==> src/rtl/pipe_pkg.sv <==
// Shared types and constants for the 3-bit-opcode pipeline.
package pipe_pkg;

    localparam int unsigned REG_AW = 3;

    typedef enum logic [2:0] {
        OP_LW  = 3'b000,
        OP_SW  = 3'b001,
        OP_ADD = 3'b010,
        OP_SUB = 3'b011,
        OP_AND = 3'b100,
        OP_OR  = 3'b101,
        OP_BEQ = 3'b110
    } opcode_t;

    localparam logic [1:0] ALU_ADD = 2'b00;
    localparam logic [1:0] ALU_SUB = 2'b01;
    localparam logic [1:0] ALU_AND = 2'b10;
    localparam logic [1:0] ALU_OR  = 2'b11;

    typedef struct packed {
        logic [1:0] alu_op;
        logic       beq;
        logic       mem_read;
        logic       mem_write;
        logic       alu_src;
        logic       mem_to_reg;
        logic       reg_write;
    } ctrl_t;

    localparam ctrl_t CTRL_BUBBLE = '0;

endpackage

==> src/rtl/id_ex_stage_hazard_detect.sv <==
// Load-use hazard detection between the EX-stage load and the decode instruction.
module hazard_detect
    import pipe_pkg::*;
(
    input  logic              ex_valid_i,
    input  logic              ex_mem_read_i,
    input  logic [REG_AW-1:0] ex_dest_i,
    input  logic              id_valid_i,
    input  logic              id_mem_read_i,
    input  logic [REG_AW-1:0] rs_i,
    input  logic [REG_AW-1:0] rt_i,
    output logic              hz_o
);

    logic w_uses_rt;
    logic w_rs_match;
    logic w_rt_match;

    // A load writes rt rather than reading it; every other instruction reads rt.
    always_comb begin
        w_uses_rt  = ~id_mem_read_i;
        w_rs_match = (ex_dest_i == rs_i);
        w_rt_match = w_uses_rt & (ex_dest_i == rt_i);
        hz_o       = ex_valid_i & ex_mem_read_i & id_valid_i & (w_rs_match | w_rt_match);
    end

endmodule

==> src/rtl/id_ex_stage.sv <==
// ID/EX pipeline register with load-use stall, flush handling and bubble counter.
module id_ex_stage
    import pipe_pkg::*;
#(
    parameter int unsigned DW = 16,
    parameter int unsigned AW = 8,
    parameter int unsigned CW = 16
) (
    input  logic              clk,
    input  logic              rst_n,
    input  logic              id_valid_i,
    input  logic [1:0]        alu_op_i,
    input  logic              beq_i,
    input  logic              mem_read_i,
    input  logic              mem_write_i,
    input  logic              alu_src_i,
    input  logic              mem_to_reg_i,
    input  logic              reg_write_i,
    input  logic [REG_AW-1:0] rs_i,
    input  logic [REG_AW-1:0] rt_i,
    input  logic [REG_AW-1:0] rd_i,
    input  logic [DW-1:0]     rs_data_i,
    input  logic [DW-1:0]     rt_data_i,
    input  logic [DW-1:0]     imm_i,
    input  logic [AW-1:0]     pc_i,
    input  logic              flush_i,
    output logic              ex_valid_o,
    output logic [1:0]        alu_op_o,
    output logic              beq_o,
    output logic              mem_read_o,
    output logic              mem_write_o,
    output logic              alu_src_o,
    output logic              mem_to_reg_o,
    output logic              reg_write_o,
    output logic [REG_AW-1:0] rs_o,
    output logic [REG_AW-1:0] rt_o,
    output logic [REG_AW-1:0] dest_o,
    output logic [DW-1:0]     rs_data_o,
    output logic [DW-1:0]     rt_data_o,
    output logic [DW-1:0]     imm_o,
    output logic [AW-1:0]     pc_o,
    output logic              stall_o,
    output logic [CW-1:0]     bubble_cnt_o
);

    logic              r_valid;
    ctrl_t             r_ctrl;
    logic [REG_AW-1:0] r_rs;
    logic [REG_AW-1:0] r_rt;
    logic [REG_AW-1:0] r_dest;
    logic [DW-1:0]     r_rs_data;
    logic [DW-1:0]     r_rt_data;
    logic [DW-1:0]     r_imm;
    logic [AW-1:0]     r_pc;
    logic [CW-1:0]     r_bubble_cnt;

    logic              w_hz;
    logic              w_bubble;
    logic              w_count;
    ctrl_t             w_ctrl_in;
    logic [REG_AW-1:0] w_dest;

    hazard_detect u_hazard_detect (
        .ex_valid_i    (r_valid),
        .ex_mem_read_i (r_ctrl.mem_read),
        .ex_dest_i     (r_dest),
        .id_valid_i    (id_valid_i),
        .id_mem_read_i (mem_read_i),
        .rs_i          (rs_i),
        .rt_i          (rt_i),
        .hz_o          (w_hz)
    );

    // Capture-side decode: control gating, destination select, bubble/count decisions.
    always_comb begin
        w_ctrl_in = CTRL_BUBBLE;
        if (id_valid_i) begin
            w_ctrl_in = '{alu_op: alu_op_i, beq: beq_i, mem_read: mem_read_i,
                          mem_write: mem_write_i, alu_src: alu_src_i,
                          mem_to_reg: mem_to_reg_i, reg_write: reg_write_i};
        end
        w_dest   = alu_src_i ? rt_i : rd_i;
        w_bubble = flush_i | w_hz;
        // A flush only counts when it kills a real instruction; flush beats hazard.
        w_count  = flush_i ? id_valid_i : w_hz;
        stall_o  = w_hz & ~flush_i;
    end

    // Valid flag and control bundle: bubble on flush or hazard, else capture.
    always_ff @(posedge clk or negedge rst_n) begin
        if (!rst_n) begin
            r_valid <= 1'b0;
            r_ctrl  <= CTRL_BUBBLE;
        end else if (w_bubble) begin
            r_valid <= 1'b0;
            r_ctrl  <= CTRL_BUBBLE;
        end else begin
            r_valid <= id_valid_i;
            r_ctrl  <= w_ctrl_in;
        end
    end

    // Data, specifier and PC fields: held across bubbles, captured otherwise.
    always_ff @(posedge clk or negedge rst_n) begin
        if (!rst_n) begin
            r_rs      <= '0;
            r_rt      <= '0;
            r_dest    <= '0;
            r_rs_data <= '0;
            r_rt_data <= '0;
            r_imm     <= '0;
            r_pc      <= '0;
        end else if (!w_bubble) begin
            r_rs      <= rs_i;
            r_rt      <= rt_i;
            r_dest    <= w_dest;
            r_rs_data <= rs_data_i;
            r_rt_data <= rt_data_i;
            r_imm     <= imm_i;
            r_pc      <= pc_i;
        end
    end

    // Saturating bubble counter.
    always_ff @(posedge clk or negedge rst_n) begin
        if (!rst_n) begin
            r_bubble_cnt <= '0;
        end else if (w_count && (r_bubble_cnt != '1)) begin
            r_bubble_cnt <= r_bubble_cnt + 1'b1;
        end
    end

    assign ex_valid_o   = r_valid;
    assign alu_op_o     = r_ctrl.alu_op;
    assign beq_o        = r_ctrl.beq;
    assign mem_read_o   = r_ctrl.mem_read;
    assign mem_write_o  = r_ctrl.mem_write;
    assign alu_src_o    = r_ctrl.alu_src;
    assign mem_to_reg_o = r_ctrl.mem_to_reg;
    assign reg_write_o  = r_ctrl.reg_write;
    assign rs_o         = r_rs;
    assign rt_o         = r_rt;
    assign dest_o       = r_dest;
    assign rs_data_o    = r_rs_data;
    assign rt_data_o    = r_rt_data;
    assign imm_o        = r_imm;
    assign pc_o         = r_pc;
    assign bubble_cnt_o = r_bubble_cnt;

endmodule

==> config.mk <==
export PLATFORM = sky130hd
export DESIGN_NAME = id_ex_stage
export DESIGN_NICKNAME = d
export VERILOG_FILES = /design/src/rtl/pipe_pkg.sv /design/src/rtl/id_ex_stage_hazard_detect.sv /design/src/rtl/id_ex_stage.sv
export SDC_FILE = /design/constraint.sdc
export NUM_CORES = 1
export LEC_CHECK = 0
export BUFFER_PORTS_ARGS = -buffer_cell sky130_fd_sc_hd__buf_2
export CAP_MARGIN = 30
export CORE_ASPECT_RATIO = 1.25
export CORE_MARGIN = 2
export CORE_UTILIZATION = 45
export DETAILED_ROUTE_END_ITERATION = 8
export PLACE_DENSITY = 0.83
export SYNTH_ARGS = -nofsm -noshare
export SYNTH_HDL_FRONTEND = slang
export SYNTH_SLANG_ARGS = --single-unit
==> constraint.sdc <==
create_clock -name clk -period 2.52 [get_ports clk]
set_input_delay 0.126 -clock clk [delete_from_list [all_inputs] [get_ports clk]]
set_output_delay 0.126 -clock clk [all_outputs]
set_load 0.05 [all_outputs]
# After elaboration in Yosys (flattened, before gate mapping)
# Index checks and enable logic that the tools add are counted.
# totals
regBits,90
word_cells,35
output_inout_bits,91
# op_classes
muxes,5
n_bitwise,9
n_addsub,1
n_reduce_logical,1
n_eq_ne,3
# op_table
cell,count
adder 16 x 1 -> 16 bit (second input constant),1
two-way mux 8 bit,2
!= test 16 bit (second input constant),1
equality test 3 bit,2
AND 1 bit,5
two-way mux 3 bit,1
two-way mux 1 bit,2
inverter 1 bit,2
bitwise OR 1 bit,2
logical AND 1 bit,1

# Logic depth before layout (Yosys ltp)
# logic_depth
word_depth,6
mapped_depth,7

# Modules after synthesis
# Synthesis repeated with hierarchy kept, for this count alone.
# hier_totals
hier_cells,251
area_unflattened_um2,3658.5
# modules_own_cells
module,cells_each,n_inst,area_each_um2
id_ex_stage,241,1,3583.4
hazard_detect,10,1,75.1

# Least setup slack after synthesis
# OpenSTA, ideal clock, no wires.
# synth_timing
path_kind,reg-to-reg
from,register r_dest[2] (netlist: dest_o[2])
to,register r_bubble_cnt[12] (netlist: bubble_cnt_o[12])
setup_time_ps,125
synth_period_minus_slack_ps,2475
arrival_ps,2350
path_buffers,1
path_slack_ps,45
stages_incl_launch_ff,7
path_cell_list,dfrtp_1 > xor2_1 > or4_4 > a211o_4 > buf_6 > a21oi_1 > mux2_2
# synth_via
elab_chain_len,6
elab_cells_between_ends,7
# synth_lines
item,line,text
start: declaration,id_ex_stage.sv:50,logic [REG_AW-1:0] r_dest;
start signal: assignment,id_ex_stage.sv:116,r_dest <= w_dest;
equality test 3 bit,id_ex_stage_hazard_detect.sv:23,w_rt_match = w_uses_rt & (ex_dest_i == rt_i);
AND 1 bit,id_ex_stage_hazard_detect.sv:23,
bitwise OR 1 bit *,id_ex_stage_hazard_detect.sv:24,hz_o = ex_valid_i & ex_mem_read_i & id_valid_i & (w_rs_match | w_rt_match);
AND 1 bit *,id_ex_stage_hazard_detect.sv:24,
two-way mux 1 bit *,id_ex_stage.sv:85,w_count = flush_i ? id_valid_i : w_hz;
logical AND 1 bit *,id_ex_stage.sv:128,end else if (w_count && (r_bubble_cnt != '1)) begin
end signal: assignment,id_ex_stage.sv:129,r_bubble_cnt <= r_bubble_cnt + 1'b1;
end: declaration,id_ex_stage.sv:55,logic [CW-1:0] r_bubble_cnt;
# Mark *: on every way between the ends. The rest lies on a longest branch, timed or not.
# A chain may end at the register's enable or synchronous reset.

# Final worst setup path
# layout_timing
from,register r_dest[2] (netlist: dest_o[2])
to,output stall_o
# layout_via
elab_chain_len,5
elab_cells_between_ends,6
# layout_lines
item,line,text
equality test 3 bit,id_ex_stage_hazard_detect.sv:23,
AND 1 bit,id_ex_stage_hazard_detect.sv:23,
bitwise OR 1 bit *,id_ex_stage_hazard_detect.sv:24,
AND 1 bit *,id_ex_stage_hazard_detect.sv:24,
AND 1 bit *,id_ex_stage.sv:86,stall_o = w_hz & ~flush_i;
end: declaration,id_ex_stage.sv:42,"output logic stall_o,"
# Marks and branches as above.

==> impl_metrics.toml <==
[run_status]
status = "complete, no violations"

[setup_path]
r2r_start = "dest_o[2]$_DFFE_PN0N_"
cp-startpoint = "dest_o[2]$_DFFE_PN0N_"
crit_fanout = 16
endpoint = "stall_o"
r2r_end = "bubble_cnt_o[15]$_DFFE_PN0P_"
critical_path_arrival_ps = 2280
end_kind = "primary output"
crit_type = "flop to primary output"
startpoint_type = "flop"
reg2regPathDepth = 5
worst_ep_required_time_ps = 2390
reg2reg_setup_slack_ps = 200

[power_and_ir_drop]
fin_total_pwr_w = 0.00389
power_density_nw_per_um2 = 726
swShare = 0.372
p_clk_frac = 0.240
p_switching_w = 0.00144
p_seq_frac = 0.447
combPwrFrac = 0.313
irDropWorstVdd_mv = 0.637
p_leak_nw = 2.60
internal-power_w = 0.00244

[floorplanning]
num_rows = 37
start_util = 0.458
ioPinCount = 168
fp.coreArea_sq_um = 8100
fp.dieW_um = 85.2
dieArea_sq_um = 9000
die_h_um = 106

[logic_synthesis]
synth_cells = 251
syn_area_per_cell_sq_um = 14.8
synth_cell_types = 24
yosysTopAreaCellShare = 0.607
syn_nets = 329
ys_ff_latch = 90
yosys-top-cells-area = "dfrtp_1 (61%), mux2_2 (22%), xor2_1 (3.8%), a211oi_2 (2.7%), and3_1 (1.9%)"
syn_area_sq_um = 3710
yosysSeqAreaShare = 0.607
yosysTopAreaCell = "dfrtp_1"
synth_warnings = 0

[global_route]
grt_usage = 0.194
grt_max_degree = 64
antenna_found_initial = 0
grt_util_met2 = 0.342
met3_usage = 0.0509
grt_pass1_vias = 2970
met1_usage = 0.223
top_usage_layer = "met2"
grt_first_pass_wirelength_um = 13900
grt-ovfl-total = 0

[clocking]
cts_buffers = 9
cts_tree = "done"
clk_path_buf_depth = 2
cts_sinks = 90
clk_latency_ps = 350
htree_levels = 3
clk_pin_slew_ps = 80
root_buffer = "clkbuf_8"

[timing]
fmax_mhz = 416
final-hold-violation-count = 0
setup_viol = 0
final_max_slew_viol_count = 0
worst_pin_slew_ps = 710
skew_ps = 8.78
fin_crit_ps = 2400
finalSetupTns_ps = 0
holdWs_ps = 17.5
rsz0062_at_grt = "false"
finalCritPeriodShare = 0.953
slew_headroom = 0.526

[cells_and_area]
num_antenna_cells = 0
mostFrequentLayoutCell = "buf_2"
finalNetCount = 548
final_util = 0.661
drive_gt1_frac = 0.571
area_delta_synth_final_pct = 44.3
final_cell_mix = "buf_2 (166), dfrtp_1 (90), mux2_2 (71), dlygate4sd3_1 (49), xor2_1 (16)"

[placed_design]
gp_congestion = 0.822
numPortBuffers = 167
dpl.hpwl_um = 5870

[route]
first_pass_iters = 4
drtIter0Drc = 79
dr_total_vias = 2803
routed_via_density = 4.90
wl_per_cell_um = 15.1
final_antenna_net_count = 0
routed_wl_um = 8630
drc_errors = 0

[flow_run]
drv_cap = 0

[worst_hold_path]
min_path_type = "primary input to flop"
layer usage:
metal / vias to the layer above / part of all wire
met3: 13 / 0.072
met2: 108 / 0.53
li1: 1326 / -
met1: 1356 / 0.39
met4: 0 / 0.011
met5: - / 0
Yosys cell counts:
cell,count
nand3_1,7
xnor2_1,3
clkbuf_1,2
a211o_4,1
and2_1,3
and4_1,1
a211oi_2,8
dfrtp_1,90
buf_6,1
nand2_1,10
buf_2,8
xor2_1,16
or4_4,1
ha_1,1
inv_1,3
mux2_2,71
a2111oi_2,4
a21oi_1,3
a211oi_1,1
nor3_1,1
and3_1,11
buf_1,1
nor2_1,1
nand4_1,3
kinds of logic (layout without fill, tap and decap cells):
| logic type | count (synthesis) | in the layout | share of synthesized area |
|---|---|---|---|
| mux | 71 | 71 | 0.215 |
| buf+inv | 15 | 239 | 0.0199 |
| compound gates | 17 | 17 | 0.0539 |
| flops | 90 | 90 | 0.607 |
| xor+xnor | 19 | 19 | 0.0448 |
| fa+ha+maj | 1 | 1 | 0.00337 |
| simple gates | 38 | 38 | 0.0559 |
power by group through the flow:
stage	combinational [W]	clock, W	sequential [W]
finish	0.00122	0.000932	0.00174
detailed placement	0.00116	0	0.00177
floorplan	0.000241	0	0.00235
global placement	0.00115	0	0.00175
CTS	0.00122	0.000972	0.00174
global route	0.00128	0.00102	0.00176
cell type report:
cell class              count  area [sq um]
fillers                   615          2750
flip-flops and latches     90          2250
multi-input cells         146          1400
repair buffers            220          1380
clock buffers              12           135
well taps                  97           121
clock inverters             4          52.6
inverters                   3          11.3
worst min path at each step:
stage,slack [ps],from,to,depth (start not counted)
finish,20,rt_data_i[14],rt_data_o[14]$_DFFE_PN0N_,2
detailed placement,150,rst_n,pc_o[1]$_DFFE_PN0N_,1
global route,4,imm_i[4],imm_o[4]$_DFFE_PN0N_,2
CTS,1,rs_data_i[2],rs_data_o[2]$_DFFE_PN0N_,2
floorplan,-170,rst_n,alu_op_o[0]$_DFF_PN0_,0
global placement,140,rst_n,rs_data_o[13]$_DFFE_PN0N_,1
critical path: stages (launching register included):
cell	delay, ps
dfrtp_1	430
xor2_1	170
or4_4	520
a211o_4	460
inv_1	80
buf_2	260
repair_timing:
action / CTS / global route
hold buffers: 48 / 1
endpoints found under the hold margin: 91 / 1
gates resized for setup: 0 / 0
buffers inserted: 0 / 0
stage by stage:
stage | cells | cell area (sq um) | worst slack, ps
6_report | 572 | 5360 | 118
3_5_place_dp | 507 | 4680 | 210
3_3_place_gp | 507 | 4680 | 243
4_1_cts | 571 | 5350 | 89.0
2_1_floorplan | 251 | 3710 | 45.2
5_1_grt | 572 | 5360 | 13.9
flip-flops by register name, summed over array words and instances (netlist names):
signal	flops
rs_o	3
mem_to_reg_o	1
pc_o	8
alu_src_o	1
rt_o	3
beq_o	1
imm_o	16
rt_data_o	16
ex_valid_o	1
dest_o	3
reg_write_o	1
mem_write_o	1
mem_read_o	1
rs_data_o	16
bubble_cnt_o	16
alu_op_o	2
No activity file was read; power rests on OpenSTA's default activity.
